File: config.mk
export PLATFORM = sky130hd
export DESIGN_NAME = hazard_unit
export DESIGN_NICKNAME = d
export VERILOG_FILES = /design/src/rtl/hazard_unit_pkg.sv /design/src/rtl/hazard_unit.sv
export SDC_FILE = /design/constraint.sdc
export NUM_CORES = 1
export LEC_CHECK = 0
export ABC_AREA = 1
export BUFFER_PORTS_ARGS = -buffer_cell sky130_fd_sc_hd__clkbuf_2
export CAP_MARGIN = 20
export CORE_MARGIN = 3
export CORE_UTILIZATION = 40
export CTS_BUF_LIST = sky130_fd_sc_hd__clkbuf_16
export CTS_CLUSTER_SIZE = 40
export DETAILED_ROUTE_END_ITERATION = 7
export PLACE_DENSITY = 0.8
export SYNTH_ARGS = -nofsm -noshare
export SYNTH_HDL_FRONTEND = slang
export SYNTH_SLANG_ARGS = --single-unit
File: constraint.sdc
create_clock -name clk -period 1.6 [get_ports clk]
set_input_delay 0.24 -clock clk [delete_from_list [all_inputs] [get_ports clk]]
set_output_delay 0.24 -clock clk [all_outputs]
set_load 0.03 [all_outputs]
File: src/rtl/hazard_unit_pkg.sv
// Shared pipeline definitions for the hazard controller and mult/div unit.
// Latency: n/a (types and constants only).
// Backpressure: n/a.
//
// Contents: mult/div FSM state encoding, the hardwired zero register index,
// and the default mult/div latency shared with the mult/div datapath.
package hazard_unit_pkg;

  // Mult/div occupancy FSM encoding
  typedef enum logic [0:0] {
    ST_IDLE    = 1'b0,
    ST_MD_BUSY = 1'b1
  } md_state_t;

  // $zero is hardwired and can never carry a dependency
  localparam logic [4:0] REG_ZERO = 5'd0;

  // Default mult/div latency in cycles; the mult/div unit uses the same value
  localparam int MD_LAT_DEFAULT = 32;

endpackage

File: src/rtl/hazard_unit.sv
// Stall/flush controller for the 5-stage pipeline: load-use, taken branch, mult/div busy.
// Latency: decisions are combinational from ID/EX inputs plus FSM state (0 cycles).
// Backpressure: stall drops pc_write/ifid_write and bubbles ID/EX; a taken branch overrides any stall.
//
// Ports:
//   clk, rst           pipeline clock, async active-high reset
//   id_rs, id_rt       source register fields of the ID instruction
//   id_useRt           ID instruction reads rt
//   id_mdStart         ID instruction is mult/multu/div/divu
//   id_mdRead          ID instruction is mfhi/mflo/mthi/mtlo
//   ex_rw              destination register of the EX instruction
//   ex_memRd           EX instruction is a load
//   ex_regWr           EX instruction writes the register file
//   ex_branchTaken     branch/jump in EX is taken this cycle
//   pc_write           PC load enable
//   ifid_write         IF/ID load enable
//   ifid_flush         clear IF/ID to a nop at the next edge
//   idex_flush         load a bubble into ID/EX at the next edge
//   md_busy            mult/div unit occupied
//   md_done            pulse in the final busy cycle
module hazard_unit
  import hazard_unit_pkg::*;
#(
  parameter int MD_LAT = MD_LAT_DEFAULT,
  parameter int CNT_W  = 6
) (
  input  logic       clk,
  input  logic       rst,
  input  logic [4:0] id_rs,
  input  logic [4:0] id_rt,
  input  logic       id_useRt,
  input  logic       id_mdStart,
  input  logic       id_mdRead,
  input  logic [4:0] ex_rw,
  input  logic       ex_memRd,
  input  logic       ex_regWr,
  input  logic       ex_branchTaken,
  output logic       pc_write,
  output logic       ifid_write,
  output logic       ifid_flush,
  output logic       idex_flush,
  output logic       md_busy,
  output logic       md_done
);

  localparam logic [CNT_W-1:0] CNT_LOAD = CNT_W'(MD_LAT - 1);
  localparam logic [CNT_W-1:0] CNT_ONE  = CNT_W'(1);

  md_state_t        state;
  logic [CNT_W-1:0] cnt;

  logic load_use;
  logic md_hazard;
  logic stall;
  logic stall_eff;
  logic flush_eff;
  logic md_accept;

  // Hazard detection. A load-use stall needs no state: one cycle later the
  // load sits in MEM and the forwarding unit covers the dependency.
  assign load_use = ex_memRd & ex_regWr & (ex_rw != REG_ZERO) &
                    ((ex_rw == id_rs) | (id_useRt & (ex_rw == id_rt)));

  assign md_hazard = (state == ST_MD_BUSY) & (id_mdStart | id_mdRead);
  assign stall     = load_use | md_hazard;

  // Reset is folded in here so every output is at its reset value
  // immediately on assertion, regardless of what ID/EX present.
  assign flush_eff = ex_branchTaken & ~rst;
  assign stall_eff = stall & ~ex_branchTaken & ~rst;

  assign pc_write   = ~stall_eff;
  assign ifid_write = ~stall_eff;
  assign ifid_flush = flush_eff;
  assign idex_flush = flush_eff | stall_eff;

  // A start is only accepted when the instruction actually leaves ID this cycle
  assign md_accept = id_mdStart & ~stall & ~ex_branchTaken;

  // Mult/div occupancy. The counter is loaded on the issue edge, so md_busy
  // covers MD_LAT-1 cycles and the stall releases in the first IDLE cycle.
  // A taken branch does not abort: the issuing instruction has already left ID.
  always_ff @(posedge clk or posedge rst) begin
    if (rst) begin
      state <= ST_IDLE;
      cnt   <= '0;
    end else begin
      case (state)
        ST_IDLE: begin
          if (md_accept) begin
            state <= ST_MD_BUSY;
            cnt   <= CNT_LOAD;
          end
        end
        ST_MD_BUSY: begin
          cnt <= cnt - CNT_ONE;
          if (cnt == CNT_ONE) begin
            state <= ST_IDLE;
          end
        end
        default: begin
          state <= ST_IDLE;
          cnt   <= '0;
        end
      endcase
    end
  end

  assign md_busy = (state == ST_MD_BUSY);
  assign md_done = (state == ST_MD_BUSY) & (cnt == CNT_ONE);

endmodule

==> results.toml <==
[worst_setup_path]
cp_max_fo = 3
cpPeakStageDelay_ps = 400
critPathSlowestCell = "dfrtp_1"
arrival_ps = 1350
cp_cell_sequence = "inv_2 > ha_1 > nand3_1 > nor3_2 > buf_4"
timing.rr.start = "cnt[0]$_DFFE_PP0P_"
critPathCaptureType = "output port"
start_kind = "flop"
worstPathRequired_ps = 1360
cp-startpoint = "cnt[1]$_DFFE_PP0P_"
critPathBufInv = 2
cpLargestDelayFamily = "flip-flops"
crit_type = "flop to output port"
r2r_slack_ps = 280

[detailed_routing]
top_layer_used = "met4"
drc = 0
drtIter0Drc = 9
num_vias = 787
wire_per_inst_um = 10.2
wl_met1_um = 677
dr_wl_met3_um = 80
wirelength_um = 1700
dr.pass1.iters = 4
ant_nets = 0
via_per_inst = 4.71
wl_met2_um = 925

[clock_tree]
numCtsBuffers = 3
cts_root_buf = "clkbuf_16"
clock_sinks = 7
clock_latency_ps = 230
cts_tree = "yes"
h-tree-depth = 1
path_clk_slew_ps = 30
cts.path.max_buffers = 2

[placement]
io_buffers = 28
finalWeightedCongestion = 0.819
placedCellCount = 161
dp_hpwl_um = 1360
post-place-ws_ps = 123

[cells_and_area]
finalNetCount = 177
stdcell_count = 167
num-fill-cells = 146
area_delta_synth_final_pct = 38.9
diodes = 0
drive_above_1_share = 0.325

[sta]
post-route-period-util = 0.994
hold_viol_final = 0
finalSetupViolCount = 0
period_needed_ps = 1590
slew_headroom = 0.846
tightest_slew_ps = 228
fmax_ghz = 0.628
setup_ws_ps = 8.83
fin_skew_ps = 0.119
drv_slew = 0

[synthesis]
ys_ff_latch = 7
synth_seq_area_share = 0.257
syn_nets = 143
syn_area_sq_um = 682
ys_types = 19
syn_avg_cell_area_sq_um = 5.78
ys_warn_count = 0
syn-instance-count = 118

[power]
p_leak_nw = 0.607
power.density_mw_per_mm2 = 1430
ir_drop_mv = 0.878

[global_routing]
globalRouteTotalUtil = 0.157
grt_max_degree = 11
grt_pass1_vias = 667
overflow = 0
grt_pass1_wl_um = 2550
antenna_found_initial = 0

[flow_run]
drv_cap = 0

[floorplanning]
dieHeight_um = 47.3
io_pins = 29
initial_core_util = 0.437
core_sq_mm = 0.00156
die_x_um = 47.3
rows = 14
die-area_sq_mm = 0.00224

[run_status]
run_status = "finished clean"

[hold_path]
hp-class = "primary input to async pin"
-- layout make-up --
class	count	area, sq um	area share
clock buffer	3	75.1	0.0793
inverter	24	90.1	0.0951
clock inverter	1	3.75	0.00396
multi-input combinational	85	417	0.440
tap	16	20.0	0.0211
sequential	7	176	0.186
timing repair buffer	31	165	0.174
-- registers in the layout (all words and copies together), names as in the netlist --
| name | count |
|---|---|
| cnt | 6 |
| md_busy | 1 |
-- metrics by stage --
step | hold slack, ps | cell area (sq um) | utilization | setup TNS [ps] | total power, W
finish | 45.8 | 947 | 0.608 | 0 | 0.00135
CTS | 46.7 | 923 | 0.592 | 0 | 0.00132
global placement | 255 | 845 | 0.542 | 0 | 0.000862
detailed placement | 285 | 845 | 0.542 | 0 | 0.000891
global route | 64.1 | 947 | 0.608 | -45.0 | 0.00146
floorplan | 59.4 | 692 | - | 0 | 0.000763
-- worst paths after layout --
kind | to | cells past startpoint
worst min-delay path | cnt[2]$_DFFE_PP0P_ | 3
max in group asynchronous | md_busy$_DFF_PP0_ | 3
worst min register to register | cnt[0]$_DFFE_PP0P_ | 2
worst max-delay path | md_done | 5
min in group clk | md_busy$_DFF_PP0_ | 4
worst max register to register | cnt[4]$_DFFE_PP0P_ | 7
-- metal layers --
metal  GRT usage  up-vias
met3      0.0460        2
met2       0.273       19
li1            -      423
met5           0        -
met4      0.0497        0
met1       0.181      343
-- cells in the mapped netlist --
library cell,count,area (sq um)
nand2_2,1,6.26
ha_1,2,25.0
nor3_1,1,5.00
a21oi_1,1,5.00
nand2_4,2,22.5
buf_4,2,15.0
or2_2,1,6.26
nand2_1,45,169
xnor2_1,2,17.5
nor2_1,12,45.0
inv_2,4,15.0
inv_1,20,75.1
a31oi_1,1,6.26
o21ai_0,3,15.0
nand4_1,1,6.26
nand3_1,11,55.1
o21bai_1,1,7.51
dfrtp_1,7,175
nor3_2,1,10.0
-- kinds of logic (layout without fill, tap and decap cells) --
family | count (synthesis) | after routing | share of synthesized area
AO/OA/AOI/OAI | 6 | 6 | 0.0495
buffers and inverters | 26 | 59 | 0.154
AND/OR/NAND/NOR | 75 | 75 | 0.477
adder cells (fa/ha/maj) | 2 | 2 | 0.0367
XOR/XNOR | 2 | 2 | 0.0257
flip-flops | 7 | 7 | 0.257
-- worst reg2reg max path: cells and delay by family (launching register included) --
kind	cells	cell delay, ps
buffers and inverters	1	110
DFF	1	400
and+or+nand+nor	5	540
adders and majority gates	1	210
-- power breakdown --
group / internal, W / switching (W) / total, W
clock network: 0.000324 / 0.0000858 / 0.000410
logic: 0.000229 / 0.000329 / 0.000558
registers: 0.000271 / 0.000113 / 0.000384
total: 0.000824 / 0.000528 / 0.00135
-- layout by cell type, fill, tap and decap left out, drive strengths merged --
cell type | netlist | routed
buf | 2 | 6
nand3 | 11 | 11
o21ai | 3 | 3
inv | 24 | 25
clkbuf | 0 | 28
ha | 2 | 2
nor3 | 2 | 2
or2 | 1 | 1
a31oi | 1 | 1
nand4 | 1 | 1
dfrtp | 7 | 7
a21oi | 1 | 1
nor2 | 12 | 12
o21bai | 1 | 1
nand2 | 48 | 48
xnor2 | 2 | 2
-- repair_timing --
item,CTS,global route
resized for setup,0,9
endpoints found under the setup margin,0,4
setup buffers,0,2
hold buffers,0,0
endpoints found under the hold margin,0,0
Note: power is estimated with default switching activity, not from simulation.
